<file path="src/rtl/cpu_bus_arbiter_if.sv">
// Simple CPU memory bus: one request per cycle, slave extends it with stall.
// The master modport drives the request fields; the slave modport returns data and stall.
interface Bus_if;
  logic        read;
  logic        write;
  logic [31:0] address;
  logic [31:0] data_wr;
  logic [3:0]  mask;
  logic [31:0] data_rd;
  logic        stall;

  modport master (
    output read, write, address, data_wr, mask,
    input  data_rd, stall
  );

  modport slave (
    input  read, write, address, data_wr, mask,
    output data_rd, stall
  );
endinterface

</file>
<file path="src/rtl/cpu_bus_arbiter.sv">
// Shares one memory bus between the fetch and data masters, holding the grant across
// slave wait states, with a starvation counter that guarantees fetch progress.
module cpu_bus_arbiter #(
  parameter int STARVE_LIMIT = 4
) (
  input  logic       clk,
  input  logic       rst,
  Bus_if.slave       inst_bus,
  Bus_if.slave       data_bus,
  Bus_if.master      mem_bus,
  output logic [1:0] grant
);

  localparam int CNT_W = (STARVE_LIMIT > 0) ? $clog2(STARVE_LIMIT + 1) : 1;
  localparam logic [CNT_W-1:0] LIMIT = CNT_W'(STARVE_LIMIT);

  typedef enum logic [1:0] {
    IDLE   = 2'd0,
    LOCK_I = 2'd1,
    LOCK_D = 2'd2
  } state_t;

  state_t           state, state_nxt;
  logic [CNT_W-1:0] starve_cnt;
  logic             inst_req, data_req, fetch_pri;
  logic             own_i, own_d;
  logic             fwd_i, fwd_d;
  logic             done_i, done_d;

  assign inst_req  = inst_bus.read | inst_bus.write;
  assign data_req  = data_bus.read | data_bus.write;
  assign fetch_pri = (STARVE_LIMIT != 0) && (starve_cnt == LIMIT);

  always_ff @(posedge clk or negedge rst) begin
    if (!rst) state <= IDLE;
    else      state <= state_nxt;
  end

  always_comb begin
    state_nxt = state;
    own_i     = 1'b0;
    own_d     = 1'b0;
    case (state)
      IDLE: begin
        // Data normally wins; fetch wins only once data has used up its starvation budget.
        if (inst_req && (fetch_pri || !data_req)) own_i = 1'b1;
        else if (data_req)                        own_d = 1'b1;
        if (own_i && mem_bus.stall) state_nxt = LOCK_I;
        if (own_d && mem_bus.stall) state_nxt = LOCK_D;
      end
      LOCK_I: begin
        own_i = 1'b1;
        if (!inst_req || !mem_bus.stall) state_nxt = IDLE;
      end
      LOCK_D: begin
        own_d = 1'b1;
        if (!data_req || !mem_bus.stall) state_nxt = IDLE;
      end
      default: state_nxt = IDLE;
    endcase
    // Reset must silence every output immediately, even before the state register settles.
    if (!rst) begin
      own_i = 1'b0;
      own_d = 1'b0;
    end
  end

  // An owner that has dropped its request is forwarded as an all-zero request.
  assign fwd_i  = own_i & inst_req;
  assign fwd_d  = own_d & data_req;
  assign done_i = fwd_i & ~mem_bus.stall;
  assign done_d = fwd_d & ~mem_bus.stall;

  assign grant = {own_d, own_i};

  assign mem_bus.read    = (fwd_i & inst_bus.read)  | (fwd_d & data_bus.read);
  assign mem_bus.write   = (fwd_i & inst_bus.write) | (fwd_d & data_bus.write);
  assign mem_bus.address = ({32{fwd_i}} & inst_bus.address) | ({32{fwd_d}} & data_bus.address);
  assign mem_bus.data_wr = ({32{fwd_i}} & inst_bus.data_wr) | ({32{fwd_d}} & data_bus.data_wr);
  assign mem_bus.mask    = ({4{fwd_i}}  & inst_bus.mask)    | ({4{fwd_d}}  & data_bus.mask);

  // Requesting non-owners wait; the owner sees the slave's wait state.
  assign inst_bus.stall = rst & inst_req & (~fwd_i | mem_bus.stall);
  assign data_bus.stall = rst & data_req & (~fwd_d | mem_bus.stall);

  assign inst_bus.data_rd = rst ? mem_bus.data_rd : 32'd0;
  assign data_bus.data_rd = rst ? mem_bus.data_rd : 32'd0;

  always_ff @(posedge clk or negedge rst) begin
    if (!rst)                             starve_cnt <= '0;
    else if (!inst_bus.read || done_i)    starve_cnt <= '0;
    else if (done_d && starve_cnt != LIMIT) starve_cnt <= starve_cnt + CNT_W'(1);
  end

endmodule

</file>
<file path="src/flat_wrapper.sv">
// flat-port wrapper written by rule: the top's interface ports become plain ports
module cpu_bus_arbiter_flat 
#(
  parameter int STARVE_LIMIT = 4
)
  (clk, rst, grant, inst_bus_read, inst_bus_write, inst_bus_address, inst_bus_data_wr, inst_bus_mask, inst_bus_data_rd, inst_bus_stall, data_bus_read, data_bus_write, data_bus_address, data_bus_data_wr, data_bus_mask, data_bus_data_rd, data_bus_stall, mem_bus_read, mem_bus_write, mem_bus_address, mem_bus_data_wr, mem_bus_mask, mem_bus_data_rd, mem_bus_stall);
  Bus_if inst_bus_i ();
  Bus_if data_bus_i ();
  Bus_if mem_bus_i ();
  input  logic clk;
  input  logic rst;
  output logic [1:0] grant;
  input wire logic [$bits(inst_bus_i.read)-1:0] inst_bus_read;
  input wire logic [$bits(inst_bus_i.write)-1:0] inst_bus_write;
  input wire logic [$bits(inst_bus_i.address)-1:0] inst_bus_address;
  input wire logic [$bits(inst_bus_i.data_wr)-1:0] inst_bus_data_wr;
  input wire logic [$bits(inst_bus_i.mask)-1:0] inst_bus_mask;
  output wire logic [$bits(inst_bus_i.data_rd)-1:0] inst_bus_data_rd;
  output wire logic [$bits(inst_bus_i.stall)-1:0] inst_bus_stall;
  input wire logic [$bits(data_bus_i.read)-1:0] data_bus_read;
  input wire logic [$bits(data_bus_i.write)-1:0] data_bus_write;
  input wire logic [$bits(data_bus_i.address)-1:0] data_bus_address;
  input wire logic [$bits(data_bus_i.data_wr)-1:0] data_bus_data_wr;
  input wire logic [$bits(data_bus_i.mask)-1:0] data_bus_mask;
  output wire logic [$bits(data_bus_i.data_rd)-1:0] data_bus_data_rd;
  output wire logic [$bits(data_bus_i.stall)-1:0] data_bus_stall;
  output wire logic [$bits(mem_bus_i.read)-1:0] mem_bus_read;
  output wire logic [$bits(mem_bus_i.write)-1:0] mem_bus_write;
  output wire logic [$bits(mem_bus_i.address)-1:0] mem_bus_address;
  output wire logic [$bits(mem_bus_i.data_wr)-1:0] mem_bus_data_wr;
  output wire logic [$bits(mem_bus_i.mask)-1:0] mem_bus_mask;
  input wire logic [$bits(mem_bus_i.data_rd)-1:0] mem_bus_data_rd;
  input wire logic [$bits(mem_bus_i.stall)-1:0] mem_bus_stall;
  assign inst_bus_i.read = inst_bus_read;
  assign inst_bus_i.write = inst_bus_write;
  assign inst_bus_i.address = inst_bus_address;
  assign inst_bus_i.data_wr = inst_bus_data_wr;
  assign inst_bus_i.mask = inst_bus_mask;
  assign inst_bus_data_rd = inst_bus_i.data_rd;
  assign inst_bus_stall = inst_bus_i.stall;
  assign data_bus_i.read = data_bus_read;
  assign data_bus_i.write = data_bus_write;
  assign data_bus_i.address = data_bus_address;
  assign data_bus_i.data_wr = data_bus_data_wr;
  assign data_bus_i.mask = data_bus_mask;
  assign data_bus_data_rd = data_bus_i.data_rd;
  assign data_bus_stall = data_bus_i.stall;
  assign mem_bus_read = mem_bus_i.read;
  assign mem_bus_write = mem_bus_i.write;
  assign mem_bus_address = mem_bus_i.address;
  assign mem_bus_data_wr = mem_bus_i.data_wr;
  assign mem_bus_mask = mem_bus_i.mask;
  assign mem_bus_i.data_rd = mem_bus_data_rd;
  assign mem_bus_i.stall = mem_bus_stall;
  cpu_bus_arbiter #(.STARVE_LIMIT(STARVE_LIMIT)) u_core (.clk(clk), .rst(rst), .inst_bus(inst_bus_i), .data_bus(data_bus_i), .mem_bus(mem_bus_i), .grant(grant));
endmodule
</file>
<file path="config.mk">
export PLATFORM = sky130hd
export DESIGN_NAME = cpu_bus_arbiter_flat
export DESIGN_NICKNAME = d
export VERILOG_FILES = /design/src/rtl/cpu_bus_arbiter_if.sv /design/src/rtl/cpu_bus_arbiter.sv /design/src/flat_wrapper.sv
export SDC_FILE = /design/constraint.sdc
export NUM_CORES = 1
export LEC_CHECK = 0
export ABC_CLOCK_PERIOD_IN_PS = 1800
export BUFFER_PORTS_ARGS = -buffer_cell sky130_fd_sc_hd__buf_4
export CAP_MARGIN = 10
export CORE_AREA = 2 2 122 124
export CTS_BUF_LIST = sky130_fd_sc_hd__clkbuf_8
export DETAILED_ROUTE_END_ITERATION = 8
export DIE_AREA = 0 0 124 126
export GPL_ROUTABILITY_DRIVEN = 0
export RECOVER_POWER = 100
export SYNTH_ARGS = -nofsm -noshare
export SYNTH_HDL_FRONTEND = slang
export SYNTH_SLANG_ARGS = --single-unit
</file>
<file path="constraint.sdc">
create_clock -name clk -period 1.8 [get_ports clk]
set_input_delay 0.09 -clock clk [delete_from_list [all_inputs] [get_ports clk]]
set_output_delay 0.09 -clock clk [all_outputs]
set_load 0.02 [all_outputs]
</file>
# Yosys cells after proc, flatten, opt, wreduce, memory -nomap -nowiden
# Index checks and enable logic that the tools add are counted.
# op_classes
mux	17
eq_ne	7
add_sub_neg	1
n_reduce_logical	15
bitwise_logic	30
# ops
cell	n
$and A32 B32 Y32	4
$or A32 B32 Y32	2
$mux W32	1
$and A1 B1 Y1	12
$and A4 B4 Y4	2
$mux W2	4
$mux W1	7
$mux W3	2
$or A1 B1 Y1	6
$pmux W2 S3	1
$logic_and A1 B1 Y1	4
$logic_not A1 Y1	4
$logic_or A1 B1 Y1	4
$ne A2 B1 Y1 const B	2
$or A4 B4 Y4	1
$pmux W1 S2	2
$add A3 B1 Y3 const B	1
$eq A3 B3 Y1 const B	1
$ne A3 B1 Y1 const B	1
$ne A3 B3 Y1 const B	1
$not A1 Y1	3
$reduce_and A3 Y1	1
$eq A2 B1 Y1 const B	1
$eq A2 B2 Y1 const B	1
2 further kinds	2
# word_totals
output_inout_bits	138
input_bits	175
register_bits	5
elab_cells	72

# Logic depth before layout (Yosys ltp)
# Gate-level depths: netlist (run 1).
# depth
ltp_word	13
ltp_mapped	7
mapped_depth_nobuf	5

# Worst setup path before layout (run 1)
# OpenSTA, ideal clock, no wires.
# synth_path
path_type	register -> output
start	register u_core.starve_cnt[0]
end	output port mem_bus_address[11]
slack_ns	0.071
path_stages_with_launch	8
t_arrival_ns	1.639
n_path_buf	2
t_required_ns	1.710
path_cell_list	dfrtp_1 inv_1 ha_1 o211ai_1 o211a_1 buf_4 buf_2 a22o_1
# synth_between
elab_chain_cells	10
word_cells_on_any_way	16
cone_classes	1 x eq/ne; 8 x mux; 5 x bitwise; 2 x reduce/logical
# synth_lines
item	line_no	rtl
start: declaration	cpu_bus_arbiter.sv:24	logic [CNT_W-1:0] starve_cnt;
start signal: assignment	cpu_bus_arbiter.sv:92	else if (done_d && starve_cnt != LIMIT) starve_cnt <= starve_cnt + CNT_W'(1);
$eq A3 B3 Y1 *	cpu_bus_arbiter.sv:32	assign fetch_pri = (STARVE_LIMIT != 0) && (starve_cnt == LIMIT);
$logic_or A1 B1 Y1 *	cpu_bus_arbiter.sv:46	if (inst_req && (fetch_pri || !data_req)) own_i = 1'b1;
$logic_and A1 B1 Y1 *	cpu_bus_arbiter.sv:46	
$mux W1	cpu_bus_arbiter.sv:46	
$mux W1	cpu_bus_arbiter.sv:43	case (state)
$pmux W1 S2	cpu_bus_arbiter.sv:43	
$mux W1	cpu_bus_arbiter.sv:62	if (!rst) begin
$and A1 B1 Y1, on equally long branches	cpu_bus_arbiter.sv:69, cpu_bus_arbiter.sv:70	
$and A32 B32 Y32	cpu_bus_arbiter.sv:78	assign mem_bus.address = ({32{fwd_i}} & inst_bus.address) | ({32{fwd_d}} & data_bus.address);
$or A32 B32 Y32 *	cpu_bus_arbiter.sv:78	
end: declaration	flat_wrapper.sv:29	output wire logic [$bits(mem_bus_i.address)-1:0] mem_bus_address;
# Mark *: on every way between the ends. The rest lies on a longest branch, timed or not. The select of a mux whose other input is x is not followed.

# Worst setup path in the final report (run 1)
# layout_path
start	register u_core.starve_cnt[0]
end	output port mem_bus_data_wr[21]
# layout_between
elab_chain_cells	10
word_cells_on_any_way	16
cone_classes	1 x eq/ne; 8 x mux; 5 x bitwise; 2 x reduce/logical
# layout_lines
item	line_no	rtl
$eq A3 B3 Y1 *	cpu_bus_arbiter.sv:32	
$logic_or A1 B1 Y1 *	cpu_bus_arbiter.sv:46	
$logic_and A1 B1 Y1 *	cpu_bus_arbiter.sv:46	
$mux W1	cpu_bus_arbiter.sv:46	
$mux W1	cpu_bus_arbiter.sv:43	
$pmux W1 S2	cpu_bus_arbiter.sv:43	
$mux W1	cpu_bus_arbiter.sv:62	
$and A1 B1 Y1, on equally long branches	cpu_bus_arbiter.sv:69, cpu_bus_arbiter.sv:70	
$and A32 B32 Y32	cpu_bus_arbiter.sv:79	assign mem_bus.data_wr = ({32{fwd_i}} & inst_bus.data_wr) | ({32{fwd_d}} & data_bus.data_wr);
$or A32 B32 Y32 *	cpu_bus_arbiter.sv:79	
end: declaration	flat_wrapper.sv:30	output wire logic [$bits(mem_bus_i.data_wr)-1:0] mem_bus_data_wr;
# Marks and branches as above.

==> results of run 1 <==
==> Yosys cell counts, types with 2 or more instances <==
cell,number,area share (%)
and2_1,32,13
a21o_1,2,0.94
nor2_1,4,0.94
clkbuf_1,4,0.94
nand3_1,2,0.63
nand2_1,5,1.2
nor2b_1,2,0.78
buf_4,36,17
o32ai_1,2,1.1
buf_2,11,3.4
buf_6,2,1.4
a211oi_1,4,1.9
o311a_1,2,1.3
ha_1,2,1.6
a22o_1,68,37
dfrtp_1,5,7.8
a21oi_1,2,0.63
inv_1,4,0.94
==> kinds of logic (layout without fill, tap and decap cells) <==
| kind of cell | Yosys count | count (layout) |
|---|---|---|
| buffers and inverters | 58 | 347 |
| adder cells (fa/ha/maj) | 2 | 2 |
| AND/OR/NAND/NOR | 52 | 52 |
| flip-flops | 5 | 5 |
| AO/OA/AOI/OAI | 86 | 86 |
==> final cells by class <==
cell class                 count  area share [%]
timing repair buffer         338           64.26
multi-input combinational    140           26.32
tap                          184           5.174
sequential                     5           2.812
clock buffer                   3          0.9280
inverter                       5          0.4218
clock inverter                 1         0.08436
==> worst max-delay path, delay by kind of cell (launching register included) <==
kind	cells	cell delay (ps)
buffers and inverters	5	730
AOI/OAI and AO/OA	3	440
adders and majority gates	1	140
DFF	1	380
==> worst paths after layout <==
check,startpoint,to,depth (start not counted),slack (ps)
worst max-delay path,u_core.starve_cnt[0],mem_bus_data_wr[21],9,-200
worst min-delay path,mem_bus_stall,u_core.state[1],3,150
worst max register to register,u_core.starve_cnt[0],u_core.starve_cnt[1],8,100
worst min register to register,u_core.state[0],u_core.state[1],1,610
max in group asynchronous,rst,u_core.starve_cnt[0],3,920
min in group asynchronous,rst,u_core.state[1],3,310
==> flip-flops by register name (all words and copies together) (netlist names) <==
name,flops
u_core.starve_cnt,3
u_core.state,2
==> what timing repair did <==
action,in CTS,in global routing
hold buffers,1,1
setup endpoints to repair,68,80
gates cloned,6,2
pin swaps,13,7
endpoints found under the hold margin,5,3
setup buffers,7,4
gates resized for setup,83,10
==> power groups by stage <==
stage | Sequential [uW] | Clock, uW | Combinational (uW)
6_report | 122 | 193 | 1380
5_1_grt | 122 | 208 | 1450
4_1_cts | 122 | 198 | 1390
3_5_place_dp | 123 | 0 | 1190
3_3_place_gp | 123 | 0 | 1190
2_1_floorplan | 122 | 0 | 580
==> per-layer routing <==
metal	routed length (um)	up-vias	part of all wire, %	track usage, %
met1	4671	1352	39	15.75
met5	0	-	0	0
met3	990	10	8.2	1.359
met2	6312	176	52	25.47
met4	129	0	1.1	2.644
li1	-	1323	-	-
==> metrics by stage <==
stage                     hold WS, ps  instances  setup TNS (ps)  power, uW  area, um^2
final                           145.9        676          -10840       1697        4449
after global routing            156.4        676          -15570       1784        4449
after CTS                       145.0        672          -11800       1710        4483
after detailed placement       -91.81        654          -53.72       1317        3900
after global placement         -93.38        654          -41.58       1310        3900
after floorplan                -205.6        203               0      702.0        1598
==> impl_metrics.ini, run 1 <==
[placement]
dp_hpwl_mm = 8.807
post-place-ws_ps = -27.06
io_buffer_count = 312

[floorplanning]
core_mm2 = 0.01431
ioPinCount = 313
die_width_um = 124
initial_core_util_pct = 11.16
dieArea_mm2 = 0.01562
rows = 44
die_y_um = 126

[final_layout]
n_antenna_cell = 0
final_common_cell = buf_4
mostFrequentLayoutCells = buf_4, buf_6, a22o_1
syn_to_final_growth_pct = 178.5
multi_input_area_mm2 = 0.001171
post-route-util_pct = 31.08
finalNetCount = 670
fillers = 1531
drive_above_1_share_pct = 65.04
seqCellArea_um2 = 125.1

[timing]
hold_violations = 0
period_share_pct = 111.4
drv_slew = 0
setup_violations = 71
worstMarginPinSlew_ps = 429.2
finalClockSkew_ps = 0.7065
period_minus_slack_ps = 2004
rsz0062_at_grt = yes
max_freq_ghz = 0.4989
slew_headroom_pct = 71.22
setup_ws_ps = -204.3

[synthesis]
synthFlopType = dfrtp_1
synthMuxAreaShare_pct = 0
synth-xor-area-share_pct = 0
syn_inst = 203
syn_area_per_cell_um2 = 7.871
syn-num-nets = 380
ys_types = 32
synth-seq-cells = 5
async_flop_share_pct = 100.0
synth_fa_ha_area_share_pct = 1.566
synth_top_family_by_area = compound AO/OA/AOI/OAI gates
yosysWarnings = 0
synth-compound-area-share_pct = 46.99
seq_area_frac_synth_pct = 7.831
netlist_area_mm2 = 0.001598
synth-simple-area-share_pct = 19.73
synth-edff-count = 0

[setup_path]
crit_path_max_incr_delay_ps = 380
cp.required_ps = 1710
cp_cell_sequence = inv_2 > ha_4 > buf_6 > a2bb2oi_4 > a211oi_4 > buf_6 > clkbuf_16 > a22o_1 > buf_6
criticalPathCategory = register to output pin
arrival_ps = 1910
path_max_fanout = 17
crit_path_end_kind = output pin
start_kind = register
cp_common_cell = buf_6
slowest_stage = dfrtp_1

[route]
vias = 2861
antenna_left = 0
drtIter0Drc = 81
drcViolationCount = 0
dr.pass1.iters = 4
drt-total-wl_mm = 12.10
viasPerCell = 4.232
wl_per_cell_um = 17.91

[clocking]
clock_path_buffers = 2
clock_sinks = 5
clk_pin_slew_ps = 30
worstSkewPairLatency_ps = 220
cts_tree = built
htreeDepth = 1
cts_buffers = 3
cts_root_buf = clkbuf_8

[power]
power_switching_uw = 690.1
power.share.clock_pct = 11.4
p_seq_share_pct = 7.2
ir_drop_mv = 0.1498
netSwitchingFraction_pct = 40.67
powerDensity_mw_per_mm2 = 381.4
p_leak_uw = 0.002182
combPwrFrac_pct = 81.4
internal_power_uw = 1007

[global_routing]
grt_usage_pct = 13.31
antenna_found_initial = 0
grt_overflow = 0
grt_pass1_wl_mm = 15.77
grt_start_max_net_pins = 39
first_global_vias = 2835

[flow_run]
maxCapViolations = 0

[outcome]
violations = negative setup slack
status = finished with violations

[worst_hold_path]
min_path_type = input port to register
No activity file was read; power rests on OpenSTA's default activity.
==> run 2: changes to the inputs <==
--- a/config.mk
+++ b/config.mk
@@ -5,15 +5,18 @@
 export SDC_FILE = /design/constraint.sdc
 export NUM_CORES = 1
 export LEC_CHECK = 0
+export ABC_AREA = 1
 export ABC_CLOCK_PERIOD_IN_PS = 1800
 export BUFFER_PORTS_ARGS = -buffer_cell sky130_fd_sc_hd__buf_4
 export CAP_MARGIN = 10
-export CORE_AREA = 2 2 122 124
+export CORE_AREA = 2 2 120 122
 export CTS_BUF_LIST = sky130_fd_sc_hd__clkbuf_8
 export DETAILED_ROUTE_END_ITERATION = 8
-export DIE_AREA = 0 0 124 126
+export DIE_AREA = 0 0 122 124
 export GPL_ROUTABILITY_DRIVEN = 0
 export RECOVER_POWER = 100
+export SETUP_SLACK_MARGIN = 0.3
+export SLEW_MARGIN = 30
 export SYNTH_ARGS = -nofsm -noshare
 export SYNTH_HDL_FRONTEND = slang
 export SYNTH_SLANG_ARGS = --single-unit
==> impl_metrics.ini, run 2 <==
[outcome]
status = finished with violations
violations = negative setup slack

[synthesis]
synth-edff-count = 0
ys_types = 21
synth_common_cells = nand2_1, nand3_1, nand3_2, inv_1, buf_4
syn-num-nets = 570
synth_top_area_cell = nand3_2
yosysMostFrequentCell = nand2_1
synthFlopType = dfrtp_1
syn_area_per_cell_um2 = 5.947
yosysWarnings = 0
netlist_top_cells_area = nand3_2, nand3_1, nand2_1
seq_area_frac_synth_pct = 5.353
synth-seq-cells = 5
syn_inst = 393
netlist_area_mm2 = 0.002337
async_flop_share_pct = 100.0
synth_top_area_share_pct = 23.13

[clocking]
clk_pin_slew_ps = 40
cts_buffers = 3
clock_sinks = 5
cts_root_buf = clkbuf_8
htreeDepth = 1
worstSkewPairLatency_ps = 220
clock_path_buffers = 2
cts_tree = built

[final_layout]
fillers = 1448
syn_to_final_growth_pct = 146.6
largest_reg_flops = 3
finalNetCount = 854
final_common_cell = buf_4
mostFrequentLayoutCells = buf_4, nand3_1, nand2_4
drive_above_1_share_pct = 64.05
seqCellArea_um2 = 125.1
top_register = u_core.starve_cnt
n_antenna_cell = 0
multi_input_area_mm2 = 0.002313
top_regs = u_core.starve_cnt x3, u_core.state x2
fin_area_mm2 = 0.005763

[setup_path]
slowest_stage = dfrtp_1
crit_path_max_incr_delay_ps = 390
cp.required_ps = 1710
path_max_fanout = 5
start_kind = register
crit_buf_inv = 4
criticalPathCategory = register to output pin
cp_top_family = simple AND/OR/NAND/NOR gates
cp_cell_sequence = inv_2 > ha_4 > nand2_4 > nand2_4 > nand2_4 > nand2_4 > nand2_4 > nor2_8 > clkbuf_16 > clkbuf_16 > nand3_4 > nand2_4 > buf_6
cp_common_cell = nand2_4
worst_r2r_endpoint = u_core.starve_cnt[0]
arrival_ps = 1980
crit_end = mem_bus_data_wr[17]
r2r_cells = 10
cp_num_cells = 13
r2r_start = u_core.starve_cnt[0]
rrSetupSlack_ps = 80
critical_path.startpoint = u_core.starve_cnt[0]
crit_path_end_kind = output pin

[timing]
drv_slew = 0
max_freq_ghz = 0.4831
period_share_pct = 115.0
slew_headroom_pct = 64.76
holdWs_ps = 151.3
period_minus_slack_ps = 2070
finalClockSkew_ps = 0.7030
rsz0062_at_grt = yes
worstMarginPinSlew_ps = 528.6
setup_ws_ps = -269.8
setup_violations = 72
hold_violations = 0

[floorplanning]
die_width_um = 122
dieArea_mm2 = 0.01513
ioPinCount = 313
initial_core_util_pct = 17.04
rows = 43
core_mm2 = 0.01372
die_y_um = 124

[power]
power.share.clock_pct = 10.5
internal_power_uw = 1027
ir_drop_mv = 0.1798
combPwrFrac_pct = 83.0
p_seq_share_pct = 6.5
power_switching_uw = 892.7
p_leak_uw = 0.002876
netSwitchingFraction_pct = 46.50
powerDensity_mw_per_mm2 = 333.2

[global_routing]
first_global_vias = 3496
grt_start_max_net_pins = 59
grt_pass1_wl_mm = 16.99
grt_overflow = 0
antenna_found_initial = 0
grt_usage_pct = 13.81

[route]
drtIter0Drc = 107
antenna_left = 0
viasPerCell = 4.286
wl_per_cell_um = 14.57
drcViolationCount = 0
dr.pass1.iters = 4
drt-total-wl_mm = 12.47
vias = 3669

[placement]
post-place-ws_ps = -2.430
placed_area_mm2 = 0.005304
io_buffer_count = 312
dp_hpwl_mm = 9.514

[worst_hold_path]
min_path_type = input port to register

[flow_run]
maxCapViolations = 0
run 2: cell count changes after synthesis, sizes merged, moves of 9 or more:
cell   delta
and2     -32
buf       +9
inv      +41
a22o     -68
nand2   +110
nand3   +142
run 2: worst min path at each step:
stage / startpoint / to / slack [ps] / depth (start not counted)
after global routing: mem_bus_stall / u_core.state[1] / 160 / 2
after floorplan: rst / u_core.starve_cnt[0] / -210 / 0
final: mem_bus_stall / u_core.state[1] / 150 / 2
after CTS: mem_bus_stall / u_core.state[1] / 150 / 2
after detailed placement: rst / u_core.state[1] / 190 / 2
after global placement: rst / u_core.state[1] / 200 / 2
run 2: routing by layer:
| metal | vias to the layer above | share of wire (%) | routed length, um | GRT usage, % |
|---|---|---|---|---|
| met5 | - | 0 | 0 | 0 |
| met3 | 4 | 9.1 | 1139 | 2.976 |
| met4 | 0 | 0.25 | 31 | 1.365 |
| li1 | 1808 | - | - | - |
| met2 | 182 | 57 | 7113 | 28.39 |
| met1 | 1675 | 34 | 4183 | 14.69 |
run 2: repair_timing:
item | in CTS | in global routing
gates cloned | 0 | 8
hold buffers | 1 | 0
buffers inserted | 1 | 4
pin swaps | 5 | 11
hold endpoints to repair | 5 | 0
endpoints found under the setup margin | 77 | 77
resized for setup | 40 | 52
run 2: layout make-up:
class / instances / area share [%]
Clock buffer: 3 / 0.7165
Sequential cell: 5 / 2.171
Inverter: 46 / 3.040
Timing Repair Buffer: 346 / 49.96
Clock inverter: 1 / 0.06513
Tap cell: 180 / 3.908
Multi-Input combinational cell: 275 / 40.14
run 2: logic make-up after synthesis:
| logic type | synth area share [%] |
|---|---|
| simple gates | 63.44 |
| xor+xnor | 0.3748 |
| fa+ha+maj | 1.070 |
| buf+inv | 27.78 |
| flops | 5.353 |
| compound gates | 1.981 |
run 2: through the flow:
step | total power, uW | cells | setup TNS, ps | utilization [%]
2_1_floorplan | 923.7 | 393 | 0 | -
3_3_place_gp | 1591 | 838 | 0 | 38.66
3_5_place_dp | 1595 | 838 | -2.430 | 38.66
4_1_cts | 1861 | 844 | -13670 | 40.21
5_1_grt | 2040 | 856 | -22660 | 42.01
6_report | 1920 | 856 | -15660 | 42.01
run 2: power groups by stage:
| stage | sequential (uW) | clock [uW] | combinational [uW] |
|---|---|---|---|
| after floorplan | 125 | 0 | 799 |
| after global placement | 125 | 0 | 1470 |
| after detailed placement | 125 | 0 | 1470 |
| after CTS | 124 | 205 | 1530 |
| after global routing | 125 | 214 | 1700 |
| final | 124 | 201 | 1590 |
==> run 3: changes to the inputs <==
--- a/config.mk
+++ b/config.mk
@@ -14,6 +14,7 @@
 export DETAILED_ROUTE_END_ITERATION = 8
 export DIE_AREA = 0 0 122 124
 export GPL_ROUTABILITY_DRIVEN = 0
+export PLACE_DENSITY = 0.53
 export RECOVER_POWER = 100
 export SETUP_SLACK_MARGIN = 0.3
 export SLEW_MARGIN = 30
==> impl_metrics.ini, run 3 (synthesized netlist as in run 2, its figures left out) <==
[outcome]
status = finished with violations
violations = negative setup slack

[timing]
finalSetupTns_ps = -12630
rsz0062_at_grt = yes
hold_violations = 0
holdWs_ps = 161.8
setup_ws_ps = -235.1
setup_violations = 71
period_share_pct = 113.1
period_minus_slack_ps = 2035
slew_headroom_pct = 54.96
max_freq_ghz = 0.4914
worstMarginPinSlew_ps = 675.6
finalClockSkew_ps = 4.193
drv_slew = 0

[setup_path]
slowest_stage = dfrtp_1
criticalPathCategory = register to output pin
cp_cell_sequence = inv_2 > ha_4 > nand2_4 > nand2_4 > nand2_2 > nand2_2 > nand2_4 > nor2_8 > buf_12 > buf_12 > buf_16 > nand3_2 > nand2_4 > buf_6
crit_path_end_kind = output pin
cp_common_cell = nand2_4
arrival_ps = 1950
path_max_fanout = 5
crit_buf_inv = 5
cp_top_family = simple AND/OR/NAND/NOR gates
cp.required_ps = 1710
start_kind = register
crit_path_max_incr_delay_ps = 380

[final_layout]
top_regs = u_core.starve_cnt x3, u_core.state x2
n_antenna_cell = 0
drive_above_1_share_pct = 64.81
multi_input_area_mm2 = 0.002287
fillers = 1439
seqCellArea_um2 = 125.1
largest_reg_flops = 3
top_register = u_core.starve_cnt
final_common_cell = buf_4
finalNetCount = 860
mostFrequentLayoutCells = buf_4, nand3_1, nand2_4, clkbuf_1, nand3_2
syn_to_final_growth_pct = 141.4
post-route-util_pct = 41.12

[global_routing]
grt_start_max_net_pins = 72
grt_usage_pct = 13.79
antenna_found_initial = 0
grt_pass1_wl_mm = 17.08
first_global_vias = 3532
grt_overflow = 0

[clocking]
clock_path_buffers = 2
htreeDepth = 1
cts_buffers = 3
worstSkewPairLatency_ps = 220
cts_root_buf = clkbuf_8
clk_pin_slew_ps = 40
clock_sinks = 5
cts_tree = built

[worst_hold_path]
min_path_type = input port to register

[placement]
io_buffer_count = 312
dp_hpwl_mm = 9.255
post-place-ws_ps = -17.99

[flow_run]
maxCapViolations = 0

[route]
vias = 3699
drt-total-wl_mm = 11.99
wl_per_cell_um = 13.91
drcViolationCount = 0
antenna_left = 0
dr.pass1.iters = 4
viasPerCell = 4.291
drtIter0Drc = 164

[floorplanning]
initial_core_util_pct = 17.04
die_width_um = 122
die_y_um = 124
ioPinCount = 313
dieArea_mm2 = 0.01513
core_mm2 = 0.01372
rows = 43

[power]
p_leak_uw = 0.002859
ir_drop_mv = 0.2430
finalPower_uw = 1864
powerDensity_mw_per_mm2 = 330.3
[run 3: cell types whose count changed in the layout (fill, tap and decap cells not counted), sizes merged]
cell	change
clkbuf	-3
buf	+9
[run 3: area by class of cell]
type / instances / area share [%]
clock buffers: 3 / 0.7319
flip-flops and latches: 5 / 2.218
clock inverters: 1 / 0.06653
well taps: 180 / 3.992
inverters: 46 / 3.105
repair buffers: 352 / 49.35
multi-input cells: 275 / 40.54
[run 3: timing repair]
item / in CTS / in global routing
pin swaps: 5 / 17
buffers inserted: 8 / 9
gates cloned: 2 / 5
hold buffers: 1 / 0
resized for setup: 43 / 23
endpoints found under the setup margin: 77 / 77
hold endpoints to repair: 5 / 0
[run 3: worst register-to-register path: stages, from the launching register on]
cell,delay (ps)
dfrtp_1,350
inv_2,60
ha_4,160
nand2_4,80
o21ai_2,90
a21oi_4,220
buf_6,160
buf_16,130
nand4_1,140
nand3_1,120
nand2_1,60
[run 3: path summary, 6_finish.rpt]
path | startpoint | to | slack, ps | depth (start not counted)
max in group asynchronous | rst | u_core.state[1] | 710 | 3
hold / removal | mem_bus_stall | u_core.state[0] | 160 | 2
setup reg to reg | u_core.starve_cnt[0] | u_core.starve_cnt[0] | 120 | 10
min in group asynchronous | rst | u_core.starve_cnt[2] | 890 | 3
setup / recovery | u_core.starve_cnt[0] | mem_bus_address[24] | -240 | 14
hold reg to reg | u_core.state[0] | u_core.state[0] | 570 | 1
[run 3: metal layers]
metal | part of all wire (%) | routed length (um) | vias up | GRT usage (%)
met5 | 0 | 0 | - | 0
met4 | 0.71 | 85 | 0 | 1.796
met3 | 8.8 | 1054 | 8 | 1.969
met2 | 57 | 6873 | 194 | 28.95
met1 | 33 | 3974 | 1673 | 14.62
li1 | - | - | 1824 | -
[run 3: power breakdown]
part	switching [uW]	internal [uW]	leakage, uW
Sequential	6.37	118	0.0000678
Combinational	807	733	0.00276
Clock	53.8	146	0.0000269
Total	867	997	0.00286
[run 3: stage by stage]
step                      area (um^2)  std cells
after global routing             5642        862
after CTS                        5587        848
after detailed placement         5241        833
after floorplan                  2973        393
after global placement           5241        833
final                            5642        862
